**src/rtl/lander_pkg.sv**
```systemverilog
// Shared types and constants for the lunar-lander sequencer and its datapath.
// Module parameters default to the DEF_* widths below.
package lander_pkg;

  localparam int DEF_NBITS_COMB = 8;
  localparam int DEF_NBITS_BURN = 7;
  localparam int DEF_NBITS_VELO = 12;
  localparam int DEF_NBITS_ALT  = 12;
  localparam int DEF_NBITS_TIME = 8;
  localparam int DEF_SAFE_VELO  = 10;

  // Values the datapath loads while dp_reset is high.
  localparam int FUEL_INIT = 120;
  localparam int VELO_INIT = -50;
  localparam int ALT_INIT  = 500;

  typedef enum logic [1:0] {
    IDLE    = 2'd0,
    RUN     = 2'd1,
    LANDED  = 2'd2,
    CRASHED = 2'd3
  } lander_state_t;

endpackage

```
**src/rtl/edge_detect.sv**
```systemverilog
// Rising-edge detector whose history bit resets high, so a level that is
// already asserted when reset releases does not count as an edge.
module edge_detect (
  input  logic clk,
  input  logic reset,
  input  logic sig_i,
  output logic rise_o
);

  logic sig_q;

  // NOTE: sequential state is assigned with <= only, so every register
  // samples the pre-edge value of its inputs regardless of block order.
  always_ff @(posedge clk) begin
    if (reset) sig_q <= 1'b1;
    else       sig_q <= sig_i;
  end

  assign rise_o = sig_i & ~sig_q;

endmodule

```
**src/rtl/lander_controller.sv**
```systemverilog
// Game sequencer for the lander datapath: arms a run, steps the datapath once
// per tick, clamps burn to remaining fuel and judges the touchdown.
module lander_controller
  import lander_pkg::*;
#(
  parameter int NBITS_COMB = DEF_NBITS_COMB,
  parameter int NBITS_BURN = DEF_NBITS_BURN,
  parameter int NBITS_VELO = DEF_NBITS_VELO,
  parameter int NBITS_ALT  = DEF_NBITS_ALT,
  parameter int NBITS_TIME = DEF_NBITS_TIME,
  parameter int SAFE_VELO  = DEF_SAFE_VELO
) (
  input  logic                  clk_2,
  input  logic                  reset,
  input  logic                  start,
  input  logic [NBITS_BURN-1:0] burn_req,
  input  logic [NBITS_COMB-1:0] fuel,
  input  logic [NBITS_VELO-1:0] velo,
  input  logic [NBITS_ALT-1:0]  alt,
  output logic                  dp_reset,
  output logic                  step_en,
  output logic [NBITS_BURN-1:0] burn,
  output logic [1:0]            state,
  output logic [NBITS_TIME-1:0] elapsed,
  output logic [NBITS_VELO-1:0] impact_velo
);

  localparam int CMP_W = (NBITS_COMB > NBITS_BURN) ? NBITS_COMB : NBITS_BURN;
  localparam logic [NBITS_TIME-1:0] TIME_MAX = '1;
  localparam logic signed [NBITS_VELO-1:0] VELO_SAFE_MIN = NBITS_VELO'(-SAFE_VELO);

  lander_state_t         state_q, state_d;
  logic [NBITS_TIME-1:0] elapsed_q, elapsed_d;
  logic [NBITS_VELO-1:0] impact_q, impact_d;

  logic             start_rise;
  logic             touchdown;
  logic             safe_landing;
  logic [CMP_W-1:0] req_ext;
  logic [CMP_W-1:0] fuel_ext;

  edge_detect u_start_edge (
    .clk    (clk_2),
    .reset  (reset),
    .sig_i  (start),
    .rise_o (start_rise)
  );

  assign touchdown    = (alt == '0);
  // Signed compare: any upward or zero velocity also counts as a landing.
  assign safe_landing = ($signed(velo) >= VELO_SAFE_MIN);
  assign req_ext      = CMP_W'(burn_req);
  assign fuel_ext     = CMP_W'(fuel);

  // State register.
  always_ff @(posedge clk_2) begin
    if (reset) state_q <= IDLE;
    else       state_q <= state_d;
  end

  // Next-state logic; touchdown is checked before anything else in RUN and
  // start is ignored there.
  always_comb begin
    // NOTE: default assignment first so no path leaves state_d unassigned,
    // which would otherwise infer a latch.
    state_d = state_q;
    unique case (state_q)
      IDLE:    if (start_rise) state_d = RUN;
      RUN:     if (touchdown)  state_d = safe_landing ? LANDED : CRASHED;
      LANDED,
      CRASHED: if (start_rise) state_d = IDLE;
      default: state_d = IDLE;
    endcase
  end

  // Moore outputs plus the same-cycle burn clamp.
  always_comb begin
    dp_reset = 1'b0;
    step_en  = 1'b0;
    burn     = '0;
    unique case (state_q)
      IDLE: dp_reset = 1'b1;
      RUN: begin
        step_en = 1'b1;
        burn    = (req_ext <= fuel_ext) ? burn_req : NBITS_BURN'(fuel);
      end
      default: ;
    endcase
  end

  // Flight time and impact velocity; held once the run has been judged.
  always_comb begin
    elapsed_d = elapsed_q;
    impact_d  = impact_q;
    unique case (state_q)
      IDLE: begin
        elapsed_d = '0;
        impact_d  = '0;
      end
      RUN: begin
        if (touchdown) begin
          impact_d = velo;
        end else if (elapsed_q != TIME_MAX) begin
          elapsed_d = elapsed_q + NBITS_TIME'(1);
        end
      end
      default: ;
    endcase
  end

  always_ff @(posedge clk_2) begin
    if (reset) begin
      elapsed_q <= '0;
      impact_q  <= '0;
    end else begin
      elapsed_q <= elapsed_d;
      impact_q  <= impact_d;
    end
  end

  assign state       = state_q;
  assign elapsed     = elapsed_q;
  assign impact_velo = impact_q;

endmodule

```
**config.mk**
```make
export PLATFORM = sky130hd
export DESIGN_NAME = lander_controller
export DESIGN_NICKNAME = d
export VERILOG_FILES = /design/src/rtl/lander_pkg.sv /design/src/rtl/edge_detect.sv /design/src/rtl/lander_controller.sv
export SDC_FILE = /design/constraint.sdc
export NUM_CORES = 1
export LEC_CHECK = 0
export ABC_AREA = 0
export CAP_MARGIN = 20
export CORE_UTILIZATION = 43
export DETAILED_ROUTE_END_ITERATION = 8
export PLACE_DENSITY_LB_ADDON = 0.15
export SLEW_MARGIN = 20
export SYNTH_ARGS = -nofsm -noshare
export SYNTH_HDL_FRONTEND = slang
export SYNTH_SLANG_ARGS = --single-unit
```
**constraint.sdc**
```tcl
create_clock -name clk_2 -period 4.4 [get_ports clk_2]
set_input_delay 1.32 -clock clk_2 [delete_from_list [all_inputs] [get_ports clk_2]]
set_output_delay 1.32 -clock clk_2 [all_outputs]
set_load 0.005 [all_outputs]
```
# Yosys cells after proc, flatten, opt, wreduce, memory -nomap -nowiden
# Index checks and enable logic that the tools add are counted.
# totals
reg_bits	23
inputBits	42
elab_cells	39
# op_classes
addsub	1
n_lt_le_gt_ge	2
n_eq_ne	9
mux	14
n_bitwise	2
reduce_logical	7
# op_table
cell	n
case mux 12 bit (2 select lines)	1
two-way mux 8 bit	2
case mux 8 bit (2 select lines)	1
two-way mux 7 bit	2
>= comparator 12 x 5 -> 1 bit, second input constant	1
logical NOT 12 bit	1
two-way mux 12 bit	1
!= test 2 bit, second input constant	5
adder 8 x 1 -> 8 bit, second input constant	1
less-or-equal comparator 7 x 8 -> 1 bit	1
!= test 8 bit, second input constant	1
two-way mux 2 bit	3
case mux 2 bit (3 select lines)	1
AND reduction 3 bit	2
equality test 2 bit, second input constant	2
two-way mux 1 bit	3
equality test 2 x 1 -> 1 bit, second input constant	1
logical NOT 2 bit	1
AND reduction 2 bit	1
nonzero test 2 bit	1
OR reduction 2 bit	1
AND 1 bit	1
inverter 1 bit	1

# Longest topological paths before layout
# Gate-level depths: netlist of the first run.
# depth
word_depth	4
depth_mapped	8
mapped_depth_nobuf	7

# Cells and area by module
# Synthesis of the first run repeated with hierarchy kept, for this count alone.
# hier_totals
cells_unflattened	175
area_unflattened_um2	1462.7
# modules_own_cells
module	n_inst	cells_each	area_each_um2	seq_area_each_um2
lander_controller	1	172	1430.1	440.4
edge_detect	1	3	32.5	20.0

# Least setup slack after synthesis of the first run
# OpenSTA, ideal clock, no wires.
# synth_timing
path_type	in2out
startpoint	input port fuel[5]
endpoint	output port burn[0]
arrival_ns	2.503
required_ns	3.080
path_slack_ns	0.577
stages	7
cell_sequence	inv_1 > ha_1 > nand4b_1 > nor2_2 > nor3_1 > o21ai_0 > a21oi_1
# synth_between
elab_chain_len	3
# synth_rtl
item	line_no	text
start, declared	lander_controller.sv:17	input logic [NBITS_COMB-1:0] fuel,
less-or-equal comparator 7 x 8 -> 1 bit	lander_controller.sv:85	burn = (req_ext <= fuel_ext) ? burn_req : NBITS_BURN'(fuel);
two-way mux 7 bit	lander_controller.sv:85	
two-way mux 7 bit	lander_controller.sv:81	unique case (state_q)
end, declared	lander_controller.sv:22	output logic [NBITS_BURN-1:0] burn,
# Every way passes these cells.

# Worst setup path after layout of the first run
# layout_timing
startpoint	input port fuel[1]
endpoint	output port burn[4]
# Same word-level chain as after synthesis.

==> run_summary.xml, run 1 <==
<?xml version="1.0" encoding="UTF-8"?>
<metrics>
  <group name="placement">
    <metric name="placement.cell_area" unit="sq um">2210</metric>
    <metric name="io_buffer_count" unit="">72</metric>
    <metric name="finalWeightedCongestion" unit="">0.817</metric>
    <metric name="dp.final_hpwl" unit="mm">2.96</metric>
    <metric name="place_inst" unit="">288</metric>
    <metric name="dp_slack" unit="ps">-570</metric>
  </group>
  <group name="synthesis">
    <metric name="syn_avg_cell_area" unit="sq um">8.31</metric>
    <metric name="synth_area_leader_cell" unit="">sky130_fd_sc_hd__dfxtp_1</metric>
    <metric name="synth_top_cells_by_area" unit="">sky130_fd_sc_hd__dfxtp_1, sky130_fd_sc_hd__a21oi_1, sky130_fd_sc_hd__nand3_1</metric>
    <metric name="synth-seq-area-share" unit="">0.322</metric>
    <metric name="ys_types" unit="">37</metric>
    <metric name="synth.ff_latch_count" unit="">23</metric>
    <metric name="synth-warning-count" unit="">0</metric>
    <metric name="synth_top_cell_area_share" unit="">0.322</metric>
    <metric name="mappedNetlistArea" unit="sq um">1430</metric>
    <metric name="netlist_instances" unit="">172</metric>
    <metric name="synth_nets" unit="">222</metric>
  </group>
  <group name="floorplanning">
    <metric name="initial_core_util" unit="">0.460</metric>
    <metric name="placeableCoreArea" unit="sq um">3100</metric>
    <metric name="die-height" unit="um">59.6</metric>
    <metric name="boundaryPins" unit="">73</metric>
    <metric name="design.die.area" unit="sq um">3560</metric>
    <metric name="number_of_standard_cell_rows_in_the_floorplan" unit="">20</metric>
    <metric name="dieWidth" unit="um">59.6</metric>
  </group>
  <group name="power">
    <metric name="power.clock.fraction" unit="">0.239</metric>
    <metric name="part_of_the_total_power_dissipated_in_sequential_elements" unit="">0.494</metric>
    <metric name="p_sw" unit="mW">0.120</metric>
    <metric name="totalPowerFinal" unit="mW">0.427</metric>
    <metric name="worst_ir_drop_vdd" unit="mV">0.160</metric>
    <metric name="cellLeakagePower" unit="nW">0.877</metric>
    <metric name="pwr-share-comb" unit="">0.267</metric>
    <metric name="power.density" unit="nW/um^2">177</metric>
    <metric name="internal-power" unit="mW">0.306</metric>
    <metric name="swShare" unit="">0.282</metric>
  </group>
  <group name="setup_path">
    <metric name="critical_path_required" unit="ps">3080</metric>
    <metric name="endpoint_kind" unit="">primary output</metric>
    <metric name="worst_setup_path_type" unit="">in -&gt; out</metric>
    <metric name="crit_path_start_kind" unit="">primary input</metric>
    <metric name="cp.arrival" unit="ps">3020</metric>
    <metric name="critical_path.max_fanout" unit="">4</metric>
  </group>
  <group name="grt">
    <metric name="grt_overflow_total" unit="">0</metric>
    <metric name="first_global_vias" unit="">1671</metric>
    <metric name="grt_pass1_wl" unit="mm">7.25</metric>
    <metric name="number_of_antenna_violations_at_the_first_check_in_global_routing" unit="">0</metric>
    <metric name="pin_count_of_the_biggest_net_entering_global_routing" unit="">19</metric>
    <metric name="grt_overall_usage" unit="">0.267</metric>
  </group>
  <group name="timing">
    <metric name="final_critical_path_setup_slack" unit="ps">56.9</metric>
    <metric name="achievable-frequency" unit="GHz">0.230</metric>
    <metric name="timing.slew.headroom" unit="">0.584</metric>
    <metric name="post-route-min-period" unit="ps">4340</metric>
    <metric name="timing.final.max_slew_violations" unit="">0</metric>
    <metric name="worst-slew-pin-transition" unit="ps">621</metric>
    <metric name="final.setup_skew" unit="ps">5.99</metric>
    <metric name="timing.final.setup_violations" unit="">0</metric>
    <metric name="worst_hold_slack" unit="ps">479</metric>
    <metric name="setup_repair_after_global_routing_missed_its_margin" unit="">no</metric>
    <metric name="report.final.hold_viol_count" unit="">0</metric>
    <metric name="tcrit_tclk_final" unit="">0.987</metric>
  </group>
  <group name="route">
    <metric name="antenna_violating_nets_post_route" unit="">0</metric>
    <metric name="pre_repair_dr_iteration_count" unit="">4</metric>
    <metric name="dr_wl_cell" unit="um">14.9</metric>
    <metric name="avgViaCountPerCell" unit="">5.46</metric>
    <metric name="route.vias.total" unit="">1637</metric>
    <metric name="drc" unit="">0</metric>
    <metric name="violation_count_after_the_first_detailed_route_iteration" unit="">113</metric>
    <metric name="routed_wl" unit="mm">4.46</metric>
  </group>
  <group name="clock_network">
    <metric name="clk_path_buf_depth" unit="">2</metric>
    <metric name="cts_made_buffers" unit="">3</metric>
    <metric name="ctsHoldBuffers" unit="">0</metric>
    <metric name="cts_tree" unit="">yes</metric>
    <metric name="cts_htree_levels" unit="">1</metric>
    <metric name="root_buffer" unit="">sky130_fd_sc_hd__clkbuf_4</metric>
    <metric name="worstSkewPairLatency" unit="ps">310</metric>
    <metric name="path_clk_slew" unit="ps">140</metric>
    <metric name="cts.sink_count" unit="">23</metric>
  </group>
  <group name="cells_and_area">
    <metric name="diodes" unit="">0</metric>
    <metric name="num-nets-final" unit="">307</metric>
    <metric name="n_fill_cell" unit="">242</metric>
    <metric name="final_area" unit="sq um">2420</metric>
    <metric name="area_delta_synth_final" unit="%">69.1</metric>
    <metric name="layout_common_cells" unit="">sky130_fd_sc_hd__clkdlybuf4s50_1, sky130_fd_sc_hd__a21oi_1, sky130_fd_sc_hd__dfxtp_1, sky130_fd_sc_hd__nand3_1, sky130_fd_sc_hd__nand2_1</metric>
    <metric name="most_common_library_cell_in_the_layout_ignoring_fill_and_taps" unit="">sky130_fd_sc_hd__clkdlybuf4s50_1</metric>
    <metric name="fin_cells" unit="">300</metric>
    <metric name="final-seq-area" unit="sq um">460</metric>
    <metric name="proportion_of_layout_cells_with_a_drive_suffix_above_1" unit="">0.262</metric>
    <metric name="multi_input_comb_area" unit="sq um">1010</metric>
  </group>
  <group name="flow_run">
    <metric name="max_cap_violations" unit="">0</metric>
  </group>
  <group name="run_status">
    <metric name="run_status" unit="">finished clean</metric>
  </group>
  <group name="worst_hold_path">
    <metric name="worst_hold_path_type" unit="">reg -&gt; reg</metric>
  </group>
</metrics>
final cells by class:
cell class	count	share of cell area
Sequential cell	23	0.191
Timing Repair Buffer	88	0.336
Inverter	10	0.0207
Tap cell	44	0.0228
Clock inverter	1	0.00311
Clock buffer	3	0.00932
Multi-Input combinational cell	131	0.418
stage by stage:
step           utilization  TNS (ps)
2_1_floorplan            -         0
3_3_place_gp         0.713     -3180
3_5_place_dp         0.713     -3620
4_1_cts              0.768         0
5_1_grt              0.779         0
6_report             0.779         0
cell families after synthesis:
group / after synthesis / synth area share
xor gates and xnor gates: 4 / 0.0245
adders and majority gates: 8 / 0.0701
AOI/OAI and AO/OA: 43 / 0.166
and+or+nand+nor: 76 / 0.346
DFF: 23 / 0.322
buffers and inverters: 18 / 0.0709
Yosys cell counts, drive strengths merged:
master	instances
or2	3
clkbuf	3
a211o	1
inv	9
o211ai	1
nor2	8
a211oi	1
or4	1
a21o	1
nor3	2
buf	5
o21ai	8
dfxtp	23
or3	2
a21oi	29
xnor2	1
nand3	26
o31ai	1
ha	8
nand4b	2
nor2b	1
and4	1
nand4	7
a311oi	1
xor2	3
nand2	16
nand2b	3
clkinv	1
and2	1
nor4	3
power groups by stage:
stage	registers (mW)	logic [mW]	clock network [mW]
final	0.211	0.114	0.102
after global routing	0.211	0.121	0.115
after CTS	0.211	0.106	0.106
after detailed placement	0.215	0.0972	0
after global placement	0.215	0.0954	0
after floorplan	0.215	0.0356	0
sequential cells by signal, summed over array words and instances (netlist names):
register / cells
impact_velo: 12
elapsed: 8
state: 2
u_start_edge.sig_q: 1
worst max-delay path, stage by stage:
cell                            delay (ps)
sky130_fd_sc_hd__dlygate4sd2_1         260
sky130_fd_sc_hd__inv_2                  70
sky130_fd_sc_hd__ha_4                  190
sky130_fd_sc_hd__nor2b_1               120
sky130_fd_sc_hd__o211ai_1              350
sky130_fd_sc_hd__a211o_4               250
sky130_fd_sc_hd__buf_6                 120
sky130_fd_sc_hd__nand3_2                80
sky130_fd_sc_hd__a21oi_2               140
sky130_fd_sc_hd__buf_2                 130
path summary, 6_finish.rpt:
check,slack (ps),cells past startpoint,endpoint,startpoint
worst max-delay path,60,10,burn[4],fuel[1]
worst min-delay path,480,2,impact_velo[4]$_SDFFE_PP0P_,impact_velo[4]$_SDFFE_PP0P_
worst max register to register,2700,5,state[0]$_SDFFE_PP0P_,state[0]$_SDFFE_PP0P_
worst min register to register,480,2,impact_velo[4]$_SDFFE_PP0P_,impact_velo[4]$_SDFFE_PP0P_
layer usage:
metal	up-vias	wire, um	global-route usage
met1	757	1770	0.295
met3	10	292	0.0590
met2	81	2320	0.481
met5	-	0	0
li1	789	-	-
met4	0	74	0.126
what timing repair did:
action                                  in CTS  in global routing
cloned                                       0                  0
buffers inserted                             7                  1
resized for setup                           65                 16
pin swaps                                   16                  9
endpoints found under the setup margin       7                  5
Note: power is estimated with default switching activity, not from simulation.
==> inputs of run 2 (changes only) <==
Settings changed: CTS_BUF_LIST set to sky130_fd_sc_hd__clkbuf_16.
==> run 2 against run 1 <==
Critical path type unchanged. Via count shrank 1.3%. Critical endpoint unchanged. Clock power is 96% higher. Wire length shrank 1.3%. Utilization rose by 1.5 points. Hold slack got worse by 9.5 ps. Combinational power hardly changed. Maximum frequency down 0.45%. Die area unchanged.
==> run_summary.xml, run 2 (synthesis gave the netlist of run 1 again) <==
<?xml version="1.0" encoding="UTF-8"?>
<metrics>
  <group name="route">
    <metric name="antenna_violating_nets_post_route" unit="">0</metric>
    <metric name="avgViaCountPerCell" unit="">5.40</metric>
    <metric name="route.vias.total" unit="">1615</metric>
    <metric name="routed_wl" unit="mm">4.40</metric>
    <metric name="violation_count_after_the_first_detailed_route_iteration" unit="">82</metric>
    <metric name="pre_repair_dr_iteration_count" unit="">4</metric>
    <metric name="drc" unit="">0</metric>
    <metric name="dr_wl_cell" unit="um">14.7</metric>
  </group>
  <group name="worst_hold_path">
    <metric name="worst_hold_path_type" unit="">reg -&gt; reg</metric>
  </group>
  <group name="power">
    <metric name="totalPowerFinal" unit="mW">0.524</metric>
    <metric name="worst_ir_drop_vdd" unit="mV">0.241</metric>
    <metric name="p_sw" unit="mW">0.130</metric>
    <metric name="cellLeakagePower" unit="nW">0.905</metric>
    <metric name="internal-power" unit="mW">0.394</metric>
    <metric name="power.clock.fraction" unit="">0.382</metric>
    <metric name="power.density" unit="nW/um^2">213</metric>
    <metric name="part_of_the_total_power_dissipated_in_sequential_elements" unit="">0.403</metric>
    <metric name="swShare" unit="">0.248</metric>
    <metric name="pwr-share-comb" unit="">0.215</metric>
  </group>
  <group name="timing">
    <metric name="achievable-frequency" unit="GHz">0.229</metric>
    <metric name="tcrit_tclk_final" unit="">0.992</metric>
    <metric name="post-route-min-period" unit="ps">4360</metric>
    <metric name="timing.slew.headroom" unit="">0.587</metric>
    <metric name="final.setup_skew" unit="ps">0.844</metric>
    <metric name="timing.final.max_slew_violations" unit="">0</metric>
    <metric name="worst-slew-pin-transition" unit="ps">617</metric>
    <metric name="final_critical_path_setup_slack" unit="ps">37.2</metric>
    <metric name="setup_total_negative_slack" unit="ps">0</metric>
    <metric name="report.final.hold_viol_count" unit="">0</metric>
    <metric name="timing.final.setup_violations" unit="">0</metric>
  </group>
  <group name="setup_path">
    <metric name="crit_path_start_kind" unit="">primary input</metric>
    <metric name="critical_path_required" unit="ps">3080</metric>
    <metric name="critical_path.max_fanout" unit="">3</metric>
    <metric name="ff2ff_setup_slack" unit="ps">2710</metric>
    <metric name="cp.arrival" unit="ps">3040</metric>
    <metric name="worst_setup_path_type" unit="">in -&gt; out</metric>
    <metric name="endpoint_kind" unit="">primary output</metric>
  </group>
  <group name="cells_and_area">
    <metric name="proportion_of_layout_cells_with_a_drive_suffix_above_1" unit="">0.263</metric>
    <metric name="most_common_library_cell_in_the_layout_ignoring_fill_and_taps" unit="">sky130_fd_sc_hd__clkdlybuf4s50_1</metric>
    <metric name="layout_common_cells" unit="">sky130_fd_sc_hd__clkdlybuf4s50_1, sky130_fd_sc_hd__a21oi_1, sky130_fd_sc_hd__dfxtp_1, sky130_fd_sc_hd__nand3_1, sky130_fd_sc_hd__nand2_1</metric>
    <metric name="n_fill_cell" unit="">230</metric>
    <metric name="diodes" unit="">0</metric>
    <metric name="num-nets-final" unit="">306</metric>
    <metric name="fin_cells" unit="">299</metric>
    <metric name="largest_reg_flops" unit="">12</metric>
    <metric name="area_delta_synth_final" unit="%">72.2</metric>
  </group>
  <group name="grt">
    <metric name="first_global_vias" unit="">1662</metric>
    <metric name="grt_overflow_total" unit="">0</metric>
    <metric name="grt_pass1_wl" unit="mm">7.22</metric>
    <metric name="pin_count_of_the_biggest_net_entering_global_routing" unit="">19</metric>
    <metric name="number_of_antenna_violations_at_the_first_check_in_global_routing" unit="">0</metric>
    <metric name="grt_overall_usage" unit="">0.265</metric>
  </group>
  <group name="floorplanning">
    <metric name="initial_core_util" unit="">0.460</metric>
    <metric name="placeableCoreArea" unit="sq um">3100</metric>
    <metric name="die-height" unit="um">59.6</metric>
    <metric name="number_of_standard_cell_rows_in_the_floorplan" unit="">20</metric>
    <metric name="boundaryPins" unit="">73</metric>
    <metric name="design.die.area" unit="sq um">3560</metric>
    <metric name="dieWidth" unit="um">59.6</metric>
  </group>
  <group name="clock_network">
    <metric name="path_clk_slew" unit="ps">60</metric>
    <metric name="worstSkewPairLatency" unit="ps">260</metric>
    <metric name="cts_made_buffers" unit="">3</metric>
    <metric name="cts_htree_levels" unit="">1</metric>
    <metric name="cts_tree" unit="">yes</metric>
    <metric name="clk_path_buf_depth" unit="">2</metric>
    <metric name="ctsHoldBuffers" unit="">0</metric>
    <metric name="root_buffer" unit="">sky130_fd_sc_hd__clkbuf_16</metric>
    <metric name="cts.sink_count" unit="">23</metric>
  </group>
  <group name="placement">
    <metric name="finalWeightedCongestion" unit="">0.817</metric>
    <metric name="io_buffer_count" unit="">72</metric>
    <metric name="dp.final_hpwl" unit="mm">2.96</metric>
    <metric name="dp_slack" unit="ps">-570</metric>
    <metric name="place_inst" unit="">288</metric>
  </group>
  <group name="run_status">
    <metric name="run_status" unit="">finished clean</metric>
  </group>
  <group name="flow_run">
    <metric name="max_cap_violations" unit="">0</metric>
  </group>
</metrics>
run 2: worst paths after layout:
check | from | to | cells past startpoint
max | fuel[5] | burn[4] | 11
min | impact_velo[11]$_SDFFE_PP0P_ | impact_velo[11]$_SDFFE_PP0P_ | 2
min reg2reg | impact_velo[11]$_SDFFE_PP0P_ | impact_velo[11]$_SDFFE_PP0P_ | 2
max reg2reg | state[0]$_SDFFE_PP0P_ | state[0]$_SDFFE_PP0P_ | 5
run 2: layer usage:
metal  track usage  up-vias  part of all wire  wire length (um)
li1              -      790                 -                 -
met1         0.296      761              0.41              1780
met2         0.478       58              0.53              2340
met3        0.0590        6             0.056               247
met4         0.113        0            0.0075                33
met5             0        -                 0                 0
run 2: cell type report:
| cell class | count | area [sq um] | share of cell area |
|---|---|---|---|
| Clock buffer | 3 | 75.1 | 0.0305 |
| Clock inverter | 1 | 7.51 | 0.00305 |
| Inverter | 10 | 50.0 | 0.0203 |
| Multi-Input combinational cell | 131 | 1010 | 0.412 |
| Sequential cell | 23 | 460 | 0.187 |
| Tap cell | 44 | 55.1 | 0.0224 |
| Timing Repair Buffer | 87 | 800 | 0.325 |
run 2: power by group through the flow:
stage               Sequential [mW]  Clock (mW)  Combinational (mW)
CTS                           0.211       0.202               0.106
finish                        0.211       0.200               0.113
global placement              0.215           0              0.0954
floorplan                     0.215           0              0.0356
detailed placement            0.215           0              0.0972
global route                  0.211       0.214               0.121
run 2: repair_timing:
item | in CTS | in global routing
gates resized for setup | 65 | 21
endpoints found under the setup margin | 7 | 3
buffers inserted | 7 | 0
pin swaps | 16 | 10
run 2: critical path: stages:
cell and delay [ps]:
sky130_fd_sc_hd__clkdlybuf4s15_1 210, sky130_fd_sc_hd__inv_2 60, sky130_fd_sc_hd__ha_4 270, sky130_fd_sc_hd__nand4b_1 210, sky130_fd_sc_hd__nor2_2 210, sky130_fd_sc_hd__buf_6 130, sky130_fd_sc_hd__a211oi_4 40, sky130_fd_sc_hd__buf_4 170
sky130_fd_sc_hd__o21ai_1 200, sky130_fd_sc_hd__a21oi_2 80, sky130_fd_sc_hd__buf_2 130
run 2: through the flow:
step	utilization	area, sq um	hold WS [ps]
2_1_floorplan	-	1430	464
3_3_place_gp	0.713	2210	453
3_5_place_dp	0.713	2210	460
4_1_cts	0.785	2440	467
5_1_grt	0.793	2460	489
6_report	0.793	2460	470
